$ cat src/rtl/mem_arb_pkg.sv
// Shared types and default widths for the two-requester memory arbiter.
// Optional round-robin policy is selected by defining MEM_ARBITER_RR_EN.
package mem_arb_pkg;

  typedef enum logic {
    OWNER_FETCH = 1'b0,
    OWNER_DATA  = 1'b1
  } owner_e;

  localparam int unsigned DefAddrW     = 32;
  localparam int unsigned DefDataW     = 32;
  localparam int unsigned DefStarveMax = 4;

endpackage

$ cat src/rtl/mem_arb_pick.sv
// Combinational winner selection between the fetch and data requesters.
// prefer_fetch_i carries the policy decision (starvation flag or round-robin pointer).
module mem_arb_pick (
  input  logic i_req_i,
  input  logic d_req_i,
  input  logic prefer_fetch_i,
  output logic i_win_o,
  output logic d_win_o
);

  always_comb begin
    i_win_o = 1'b0;
    d_win_o = 1'b0;
    if (i_req_i && d_req_i) begin
      i_win_o = prefer_fetch_i;
      d_win_o = ~prefer_fetch_i;
    end else begin
      i_win_o = i_req_i;
      d_win_o = d_req_i;
    end
  end

endmodule

$ cat src/rtl/mem_arbiter.sv
// Arbitrates instruction-fetch and data requests onto one synchronous single-port RAM.
// Define MEM_ARBITER_RR_EN for round-robin; otherwise data has priority with fetch anti-starvation.
module mem_arbiter
  import mem_arb_pkg::*;
#(
  parameter int unsigned ADDR_W     = DefAddrW,
  parameter int unsigned DATA_W     = DefDataW,
  parameter int unsigned STARVE_MAX = DefStarveMax
) (
  input  logic                clk,
  input  logic                rst_n,

  input  logic                i_req,
  input  logic [ADDR_W-1:0]   i_addr,
  output logic                i_gnt,
  output logic                i_rvalid,
  output logic [DATA_W-1:0]   i_rdata,

  input  logic                d_req,
  input  logic                d_we,
  input  logic [ADDR_W-1:0]   d_addr,
  input  logic [DATA_W-1:0]   d_wdata,
  input  logic [DATA_W/8-1:0] d_wstrb,
  output logic                d_gnt,
  output logic                d_rvalid,
  output logic [DATA_W-1:0]   d_rdata,

  output logic                mem_en,
  output logic                mem_we,
  output logic [ADDR_W-1:0]   mem_addr,
  output logic [DATA_W-1:0]   mem_wdata,
  output logic [DATA_W/8-1:0] mem_wstrb,
  input  logic [DATA_W-1:0]   mem_rdata
);

  logic   rd_pending_q, rd_pending_d;
  owner_e resp_owner_q, resp_owner_d;
  logic   prefer_fetch;
  logic   i_win, d_win;

`ifdef MEM_ARBITER_RR_EN
  owner_e rr_ptr_q, rr_ptr_d;

  assign prefer_fetch = (rr_ptr_q == OWNER_FETCH);

  // Pointer always hands preference to whoever did not just win.
  always_comb begin
    rr_ptr_d = rr_ptr_q;
    if (i_gnt) begin
      rr_ptr_d = OWNER_DATA;
    end else if (d_gnt) begin
      rr_ptr_d = OWNER_FETCH;
    end
  end

  always_ff @(posedge clk) begin
    if (!rst_n) begin
      rr_ptr_q <= OWNER_FETCH;
    end else begin
      rr_ptr_q <= rr_ptr_d;
    end
  end
`else
  localparam int unsigned CntW = $clog2(STARVE_MAX + 1);

  logic [CntW-1:0] starve_cnt_q, starve_cnt_d;
  logic            starved;

  assign starved      = (starve_cnt_q == CntW'(STARVE_MAX));
  assign prefer_fetch = starved;

  // Counts consecutive lost fetch arbitrations; saturates at STARVE_MAX.
  always_comb begin
    starve_cnt_d = starve_cnt_q;
    if (!i_req || i_gnt) begin
      starve_cnt_d = '0;
    end else if (!starved) begin
      starve_cnt_d = starve_cnt_q + CntW'(1);
    end
  end

  always_ff @(posedge clk) begin
    if (!rst_n) begin
      starve_cnt_q <= '0;
    end else begin
      starve_cnt_q <= starve_cnt_d;
    end
  end
`endif

  mem_arb_pick u_pick (
    .i_req_i        (i_req),
    .d_req_i        (d_req),
    .prefer_fetch_i (prefer_fetch),
    .i_win_o        (i_win),
    .d_win_o        (d_win)
  );

  // Grants are suppressed while reset is held so the RAM sees no command.
  always_comb begin
    i_gnt     = i_win & rst_n;
    d_gnt     = d_win & rst_n;
    mem_en    = i_gnt | d_gnt;
    mem_we    = d_gnt & d_we;
    mem_addr  = '0;
    mem_wdata = '0;
    mem_wstrb = '0;
    if (d_gnt) begin
      mem_addr  = d_addr;
      mem_wdata = d_wdata;
      mem_wstrb = d_wstrb;
    end else if (i_gnt) begin
      mem_addr = i_addr;
    end
  end

  always_comb begin
    rd_pending_d = i_gnt | (d_gnt & ~d_we);
    resp_owner_d = resp_owner_q;
    if (d_gnt && !d_we) begin
      resp_owner_d = OWNER_DATA;
    end else if (i_gnt) begin
      resp_owner_d = OWNER_FETCH;
    end
  end

  always_ff @(posedge clk) begin
    if (!rst_n) begin
      rd_pending_q <= 1'b0;
      resp_owner_q <= OWNER_FETCH;
    end else begin
      rd_pending_q <= rd_pending_d;
      resp_owner_q <= resp_owner_d;
    end
  end

  // Gating with rst_n drops a read whose response would land during reset.
  always_comb begin
    i_rvalid = rst_n & rd_pending_q & (resp_owner_q == OWNER_FETCH);
    d_rvalid = rst_n & rd_pending_q & (resp_owner_q == OWNER_DATA);
    i_rdata  = i_rvalid ? mem_rdata : '0;
    d_rdata  = d_rvalid ? mem_rdata : '0;
  end

endmodule

$ cat config.mk
export PLATFORM = sky130hd
export DESIGN_NAME = mem_arbiter
export DESIGN_NICKNAME = d
export VERILOG_FILES = /design/src/rtl/mem_arb_pkg.sv /design/src/rtl/mem_arb_pick.sv /design/src/rtl/mem_arbiter.sv
export SDC_FILE = /design/constraint.sdc
export NUM_CORES = 1
export LEC_CHECK = 0
export BUFFER_PORTS_ARGS = -buffer_cell sky130_fd_sc_hd__buf_4
export CORE_AREA = 8 8 101 103
export DETAILED_ROUTE_END_ITERATION = 7
export DIE_AREA = 0 0 109 111
export HOLD_SLACK_MARGIN = 0.08
export SYNTH_ARGS = -nofsm -noshare
export SYNTH_HDL_FRONTEND = slang
export SYNTH_SLANG_ARGS = --single-unit
$ cat constraint.sdc
create_clock -name clk -period 1.6 [get_ports clk]
set_input_delay 0.08 -clock clk [delete_from_list [all_inputs] [get_ports clk]]
set_output_delay 0.08 -clock clk [all_outputs]
set_load 0.005 [all_outputs]
==> summary.md, run 1 <==
| Metric | Value |
|---|---|
| Status | finished with violations |
| Failing checks | setup timing |
| Row count | 34 |
| Share of cells above drive strength 1 | 69.0% |
| Minimum clock period | 1.67 ns |
| WHS | 0.0957 ns |
| Synthesized Nets | 319 |
| Tightest Pin Transition | 0.273 ns |
| First DRT Iteration DRCs | 96 |
| Via density | 4.18 |
| Final Skew | 0.00300 ns |
| Reg clk slew, reported paths | 0.04 ns |
| Synthesis Warnings | 0 |
| Reg2reg path depth | 8 |
| Detailed Route WL | 11300 um |
| Io pins | 275 |
| CTS tree | yes |
| Pleak | 2.16 nW |
| Yosys top cell area share | 48.6% |
| Total Routing Usage GR | 16.3% |
| Pin count of the biggest net entering global routing | 34 |
| First drt pass iteration count | 4 |
| Pre-CTS WS | 0.0358 ns |
| Hold Buf Count CTS | 0 |
| Pwr Density | 296 nW/um^2 |
| Root Driver | clkbuf_8 |
| DP Wirelength | 8930 um |
| Setup violators final | 69 |
| Max_cap viols | 0 |
| Synth-to-layout area growth | 201% |
| Area leader, netlist | and2_1 |
| WP data arrival | 1.59 ns |
| Worst-path fanout max | 7 |
| Synthesized flop and latch total | 5 |
| Fmax | 598 MHz |
| Hold Violations, Final | 0 |
| Clock sink count | 5 |
| WP data required | 1.52 ns |
| Nets | 602 |
| Fillers | 836 |
| FF-to-FF Start | starve_cnt_q[0] |
| Post-route antenna net violation count | 0 |
| Gp weighted congestion | 0.910 |
| Post-route DRC | 0 |
| Number of global-route vias before repair | 2381 |
| Post-Syn Area | 1300 um^2 |
| Die X | 109 um |
| Synthesized area per cell | 7.23 um^2 |
| Area contributors post-synth | and2_1 (49%), a22o_1 (22%), dfxtp_1 (7.7%), buf_6 (6.1%), buf_2 (1.9%) |
| Total CTS buffers | 3 |
| Initial antenna violation count | 0 |
| Die area | 12100 um^2 |
| Slew headroom | 81.8% |
| Hold depth | 2 |
| Number of H-tree levels | 1 |
| Avg WL per Cell | 19.9 um |
| Yosys cell types | 22 |
| Tcrit/Tclk final | 105% |
| Post-Place Cells | 552 |
| Hold Startpoint | i_req |
| Tot Pwr | 1.16 mW |
| Worst skew pair latency | 0.23 ns |
| Max Transition Viols Final | 0 |
| Maximum vdd ir drop | 0.000334 V |
| Final WS setup | -0.0734 ns |
| Critical Path Start Type | flip-flop |
| Worst min path class | in2reg |
| Seq/Total Area, Yosys | 7.69% |
| Core ar. | 8550 um^2 |
| Unrepaired setup endpoints after global routing | true |
| First-pass GRT wire length | 15300 um |
| Quantity of I/O buffers inserted on ports | 274 |
| Routed vias | 2382 |
| Final std cell area, no fill | 3920 um^2 |
| Post-place instance area | 3460 um^2 |
| Crit Path Category | reg2out |
| CP Launch Point | starve_cnt_q[0] |
| CP endpoint kind | output pin |
| Total global routing overflow | 0 |
| Post-route insts no fill | 570 |
| Die H | 111 um |
| Starting Density | 15.2% |
| Synth Instances | 180 |
| CTS Buffer Depth | 2 |
| Antenna cells | 0 |
power breakdown:
part           switching (mW)  internal, mW  total [mW]
Sequential            0.00260         0.130       0.133
Combinational           0.262         0.522       0.783
Clock                  0.0702         0.172       0.242
Total                   0.335         0.823        1.16
placed cells by master (no fill, tap or decap), types with 3 or more instances in the layout:
cell type / Yosys / final
a22o_1: 32 / 30
and2_1: 101 / 90
and2_4: 0 / 11
buf_12: 0 / 5
buf_4: 0 / 259
buf_6: 7 / 23
clkbuf_16: 0 / 5
clkbuf_8: 0 / 3
dfxtp_1: 5 / 3
nand2_1: 3 / 3
nor2_1: 4 / 4
state kept, by name, summed over array words and instances, names as in the netlist:
signal / cells
starve_cnt_q: 3
rd_pending_q: 1
resp_owner_q: 1
path summary, 6_finish.rpt:
check / to / slack, ns
max: mem_addr[13] / -0.07
min: resp_owner_q / 0.1
max reg2reg: rd_pending_q / 0.21
min reg2reg: starve_cnt_q[0] / 0.51
stage by stage:
stage | TNS, ns | util, %
after global placement | 0 | 40.4
after global routing | -5.59 | 45.8
after CTS | -2.65 | 43.6
final | -2.12 | 45.8
after detailed placement | 0 | 40.4
after floorplan | 0 | -
final cells by class:
cell class	instances	area (um^2)	share of cell area (%)
tap	108	135	3.45
timing repair buffer	294	2480	63.4
multi-input combinational	155	1140	29.0
sequential	5	103	2.62
inverter	4	15.0	0.383
clock buffer	4	45.0	1.15
what timing repair did:
action                     CTS  global route
gates cloned                 3             5
hold endpoints to repair     0             0
buffers inserted             5             3
setup endpoints to repair   71            70
gates resized for setup     25            25
pin swaps                   11            14
kinds of logic after synthesis:
group	count (synthesis)	synth area share, %
and+or+nand+nor	114	53.6
AOI/OAI and AO/OA	38	25.8
muxes	1	0.769
adders and majority gates	2	1.92
buffers and inverters	20	10.3
DFF	5	7.69
critical path: stages, from the launching register on:
cell	delay [ns]
dfxtp_2	0.32
inv_2	0.07
ha_4	0.17
a31oi_4	0.10
buf_6	0.16
clkbuf_16	0.16
a22o_4	0.26
buf_6	0.12
cells in the mapped netlist (all sizes together):
cell type / number
a21o: 1
a21oi: 2
a22o: 32
a31oi: 1
and2: 101
and3: 1
buf: 12
clkbuf: 4
dfxtp: 5
ha: 2
inv: 4
mux2i: 1
nand2: 5
nand4: 1
nor2: 4
nor2b: 1
nor3b: 1
o21a: 1
o21ai: 1
metal layers:
metal	part of all wire (%)	track usage [%]	routed length [um]
met4	1.2	2.65	132
met3	7.7	3.14	875
met1	36	16.8	4120
met5	0	0	0
met2	55	32.2	6200
Power figures use the tool's default switching activity.
==> run 2: changes to the inputs <==
CORE_AREA = 8 8 100 102   (was 8 8 101 103)
DIE_AREA = 0 0 108 110   (was 0 0 109 111)
SYNTH_HIERARCHICAL = 1   (was unset)
==> run 2 against run 1 <==
  * The run still ends with setup timing left
  * Power fell by 0.73%
  * Final cell count rose by 0.88%
  * Core utilization rose by 1.2 points
  * Synthesized cell count rose by 5.0%
  * Sequential share of layout area barely moved
  * Clock-buffer cell count did not move
  * First-iteration DRC count fell by 31%
  * Area after synthesis rose by 3.8%
  * Largest cell class unchanged
==> summary.md, run 2 <==
| Metric | Value |
|---|---|
| CP endpoint kind | output pin |
| Post-Place Cells | 561 |
| Share of cells above drive strength 1 | 71.1% |
| Total global routing overflow | 0 |
| Routed vias | 2504 |
| Tot Pwr | 1.15 mW |
| Unrepaired setup endpoints after global routing | true |
| Number of H-tree levels | 1 |
| Slew headroom | 67.8% |
| Die area | 11900 um^2 |
| Synth Flop Type | dfxtp_1 |
| Total Routing Usage GR | 14.1% |
| List of most frequent post-synthesis cells | and2_1 (65), and3_1 (37), a22o_1 (30) |
| Final Skew | 0.00219 ns |
| Largest register FFs | 3 |
| DP Wirelength | 8120 um |
| Nets | 607 |
| Final core occ | 47.0% |
| Clock sink count | 5 |
| Pwr Density | 289 nW/um^2 |
| Fillers | 794 |
| Maximum vdd ir drop | 0.000282 V |
| First DRT Iteration DRCs | 66 |
| First drt pass iteration count | 4 |
| Synth async-reset ratio | 0% |
| Area leader, netlist | and2_1 |
| Synth Instances | 189 |
| Total CTS buffers | 3 |
| CTS tree | yes |
| Synthesized area per cell | 7.14 um^2 |
| Critical-path cell list | inv_2 -> ha_4 -> and2_4 -> inv_1 -> a21boi_2 -> and3b_2 -> buf_12 -> a22o_1 -> buf_4 |
| Area contributors post-synth | and2_1 (30%), a22o_1 (19%), and3_1 (17%), dfxtp_1 (7.4%), buf_4 (5.0%) |
| Worst skew pair latency | 0.23 ns |
| Hold Violations, Final | 0 |
| Regs by FF count | starve_cnt_q (3), rd_pending_q (1), resp_owner_q (1) |
| Status | finished with violations |
| Post-route insts no fill | 575 |
| Io pins | 275 |
| Worst min path class | in2reg |
| Yosys cell types | 28 |
| CP max stage cell | dfxtp_2 |
| Critical Path Start Type | flip-flop |
| CTS Buffer Depth | 2 |
| Avg WL per Cell | 17.5 um |
| Tightest Pin Transition | 0.483 ns |
| Minimum clock period | 1.89 ns |
| Tcrit/Tclk final | 118% |
| Gp weighted congestion | 0.814 |
| Crit Path Category | reg2out |
| Synthesis Warnings | 6 |
| Reg clk slew, reported paths | 0.04 ns |
| Initial antenna violation count | 0 |
| Commonest non-fill, non-tap cell in the layout | buf_4 |
| WP data arrival | 1.81 ns |
| Final WS setup | -0.288 ns |
| Fmax | 530 MHz |
| Quantity of I/O buffers inserted on ports | 274 |
| Most frequent cells in the layout | buf_4 (256), and2_1 (64), a22o_1 (30) |
| Post-synth EDFFs | 0 |
| Post-route antenna net violation count | 0 |
| Post-route DRC | 0 |
| Yosys top cell area share | 30.1% |
| Post-Syn Area | 1350 um^2 |
| Core ar. | 8470 um^2 |
| Largest Register | starve_cnt_q |
| Seq/Total Area, Yosys | 7.41% |
| Synthesized Nets | 328 |
| First-pass GRT wire length | 13400 um |
| Starting Density | 15.9% |
| Pleak | 2.24 nW |
| Worst-path fanout max | 32 |
| Die X | 108 um |
| Via density | 4.35 |
| Most common cell in the netlist | and2_1 |
| Pre-CTS WS | -0.151 ns |
| Setup violators final | 69 |
| Synthesized flop and latch total | 5 |
| Pin count of the biggest net entering global routing | 41 |
| WHS | 0.214 ns |
| Antenna cells | 0 |
| Number of global-route vias before repair | 2538 |
| Detailed Route WL | 10100 um |
| Row count | 34 |
| Root Driver | clkbuf_8 |
| Die H | 110 um |
| Failing checks | setup timing |
| Post-place instance area | 3510 um^2 |
| WP data required | 1.52 ns |
| Final std cell area, no fill | 3980 um^2 |
| Max_cap viols | 0 |
| Synth-to-layout area growth | 195% |
| Max Transition Viols Final | 0 |
| TNS Setup | -13.74 ns |
| Largest stage delay, worst path | 0.31 ns |
[run 2: changes by cell type after synthesis, moves of 3 or more]
cell and delta:
and2_1 -36, buf_6 -3, nor2_1 -3, buf_4 +9, buf_2 -4, and3_1 +36
[run 2: worst paths after layout]
path	cells past startpoint	endpoint	slack, ns	start
max	9	mem_addr[3]	-0.29	starve_cnt_q[0]
min	3	starve_cnt_q[0]	0.21	i_req
max reg2reg	10	resp_owner_q	0.06	starve_cnt_q[1]
min reg2reg	2	resp_owner_q	0.51	resp_owner_q
[run 2: metal layers]
| layer | share of wire [%] | up-vias | track usage, % |
|---|---|---|---|
| met5 | 0 | - | 0 |
| met4 | 1.6 | 0 | 4.96 |
| met3 | 13 | 10 | 5.52 |
| met2 | 53 | 165 | 26.9 |
| met1 | 33 | 1111 | 13.4 |
| li1 | - | 1218 | - |
[run 2: kinds of logic after synthesis]
logic type / after synthesis / share of synthesized area, %
buffers and inverters: 26 / 12.1
flip-flops: 5 / 7.41
AND/OR/NAND/NOR: 116 / 53.6
AO/OA/AOI/OAI: 40 / 25.0
adder cells (fa/ha/maj): 2 / 1.85
[run 2: where the power goes]
group	internal [mW]	leakage, nW	switching [mW]
logic	0.517	2.17	0.255
clock network	0.172	0.0228	0.0714
registers	0.131	0.0418	0.00278
[run 2: timing repair]
item,4_1_cts,5_1_grt
hold endpoints to repair,1,0
setup endpoints to repair,72,73
cloned,3,2
hold buffers,1,0
buffers inserted,6,4
pin swaps,3,10
resized for setup,26,49
[run 2: worst max-delay path, delay by kind of cell (launching register included)]
family / cells / cell delay, ns
AOI/OAI and AO/OA: 2 / 0.35
adders and majority gates: 1 / 0.13
DFF: 1 / 0.31
buffers and inverters: 4 / 0.42
and+or+nand+nor: 2 / 0.36
[run 2: layout make-up]
class / count / area, um^2 / area share (%)
sequential: 5 / 103 / 2.58
inverter: 5 / 31.3 / 0.785
multi-input combinational: 158 / 1230 / 30.8
clock buffer: 4 / 45.0 / 1.13
timing repair buffer: 295 / 2440 / 61.3
tap: 108 / 135 / 3.39
==> run 3: changes to the inputs <==
clock period = 1.9 ns   (was 1.6 ns; I/O delays follow)
==> run 3 against run 2 <==
  * The run now ends clean
  * Critical endpoint is now mem_addr[18]
  * Combinational power decreased by 20%
  * Power decreased by 20%
  * Sequential power decreased by 16%
  * Clock skew about the same
==> summary.md, run 3 (same netlist as run 2, synthesis figures left out) <==
| Metric | Value |
|---|---|
| Status | finished clean |
| Final std cell area, no fill | 3840 um^2 |
| Die area | 11900 um^2 |
| DP Wirelength | 7710 um |
| Hold Buf Count CTS | 0 |
| Hold Violations, Final | 0 |
| Tcrit/Tclk final | 99.9% |
| Max_cap viols | 0 |
| Final core occ | 45.4% |
| CP top delay family | simple AND/OR/NAND/NOR gates |
| Quantity of I/O buffers inserted on ports | 274 |
| Minimum clock period | 1.90 ns |
| Worst-case hold path end point | rd_pending_q |
| Clock sink count | 5 |
| WP data arrival | 1.80 ns |
| Largest stage delay, worst path | 0.34 ns |
| Slew headroom | 68.9% |
| Initial antenna violation count | 0 |
| Synth-to-layout area growth | 185% |
| Pwr Density | 240 nW/um^2 |
| Hold Startpoint | d_we |
| Total CTS buffers | 3 |
| Die X | 108 um |
| Critical Path Start Type | flip-flop |
| FF-to-FF Start | starve_cnt_q[1] |
| Pleak | 2.24 nW |
| Worst-path fanout max | 8 |
| Die H | 110 um |
| TNS Setup | 0 ns |
| Starting Density | 15.9% |
| Pin count of the biggest net entering global routing | 41 |
| Number of global-route vias before repair | 2542 |
| Post-route antenna net violation count | 0 |
| Total Routing Usage GR | 13.8% |
| Core ar. | 8470 um^2 |
| Final WS setup | 0.00282 ns |
| CTS Buffer Depth | 2 |
| Fillers | 826 |
| Post-place instance area | 3480 um^2 |
| Row count | 34 |
| Root Driver | clkbuf_8 |
| Commonest non-fill, non-tap cell in the layout | buf_4 |
| Final Skew | 0.00210 ns |
| Io pins | 275 |
| Maximum vdd ir drop | 0.000244 V |
| Routed vias | 2488 |
| CP endpoint kind | output pin |
| Tightest Pin Transition | 0.466 ns |
| Post-route DRC | 0 |
| Pre-CTS WS | 0.0790 ns |
| Hold depth | 2 |
| CP max stage cell | and3b_4 |
| Nets | 606 |
| Share of cells above drive strength 1 | 68.0% |
| Avg WL per Cell | 16.7 um |
| Worst skew pair latency | 0.22 ns |
| Worst flop-to-flop path endpoint | resp_owner_q |
| First-pass GRT wire length | 13300 um |
| First DRT Iteration DRCs | 85 |
| First drt pass iteration count | 4 |
| Setup violators final | 0 |
| Most frequent cells in the layout | buf_4 (281), and2_1 (64), and3_1 (33) |
| Number of H-tree levels | 1 |
| Fmax | 527 MHz |
| Worst min path class | in2reg |
| Critical-path cell list | inv_2 -> ha_4 -> and2_4 -> inv_1 -> a21boi_2 -> and3b_4 -> buf_12 -> a22o_1 -> buf_4 |
| Crit path buffers/inverters | 4 |
| Reg clk slew, reported paths | 0.04 ns |
| Antenna cells | 0 |
| Gp weighted congestion | 0.784 |
| Unrepaired setup endpoints after global routing | true |
| CTS tree | yes |
| Reg2reg path depth | 9 |
| Largest Register | starve_cnt_q |
| Via density | 4.33 |
| Max Transition Viols Final | 0 |
| Detailed Route WL | 9590 um |
| Reg2Reg Setup Slack | 0.43 ns |
| WP data required | 1.80 ns |
| Crit Path Category | reg2out |
| Total global routing overflow | 0 |
| Largest register FFs | 3 |
| Regs by FF count | starve_cnt_q (3), rd_pending_q (1), resp_owner_q (1) |
==> run 3: through the flow <==
stage               instances  total power, mW  hold WS (ns)
floorplan                 189            0.272         0.208
global placement          557            0.659         0.316
finish                    574            0.924        0.0994
global route              574            0.980        0.0959
CTS                       574            0.920        0.0914
detailed placement        557            0.663         0.326
==> run 3: routing by layer <==
metal  vias to the layer above  track usage, %  wire length, um
met5                         -               0                0
met4                         0            2.97               55
met3                         4            5.52             1260
met2                       157            25.2             4880
met1                      1106            14.6             3390
li1                       1221               -                -
==> run 3: layout make-up <==
class	instances	area, um^2	area share, %
Clock buffer	4	45.0	1.17
Timing Repair Buffer	294	2380	62.0
Multi-Input combinational cell	158	1150	30.1
Inverter	5	21.3	0.554
Tap cell	108	135	3.52
Sequential cell	5	103	2.67
==> run 3: worst max path at each step <==
stage | startpoint | endpoint | slack, ns | cells past startpoint
after floorplan | starve_cnt_q[0] | mem_addr[10] | 0.18 | 8
after global placement | starve_cnt_q[0] | mem_addr[31] | 0.11 | 8
after detailed placement | starve_cnt_q[0] | mem_addr[31] | 0.08 | 8
after CTS | starve_cnt_q[1] | mem_addr[31] | 0.007 | 11
after global routing | starve_cnt_q[0] | mem_addr[14] | -0.09 | 10
final | starve_cnt_q[1] | mem_addr[18] | 0.003 | 9
==> run 3: where the power goes <==
| group | switching, mW | total [mW] | internal [mW] |
|---|---|---|---|
| registers | 0.00224 | 0.113 | 0.111 |
| clock network | 0.0519 | 0.196 | 0.144 |
| logic | 0.200 | 0.615 | 0.415 |
==> run 3: repair_timing <==
| item | in CTS | in global routing |
|---|---|---|
| pin swaps | 5 | 14 |
| buffers inserted | 7 | 0 |
| gates resized for setup | 19 | 12 |
| gates cloned | 6 | 0 |
| endpoints found under the setup margin | 32 | 69 |
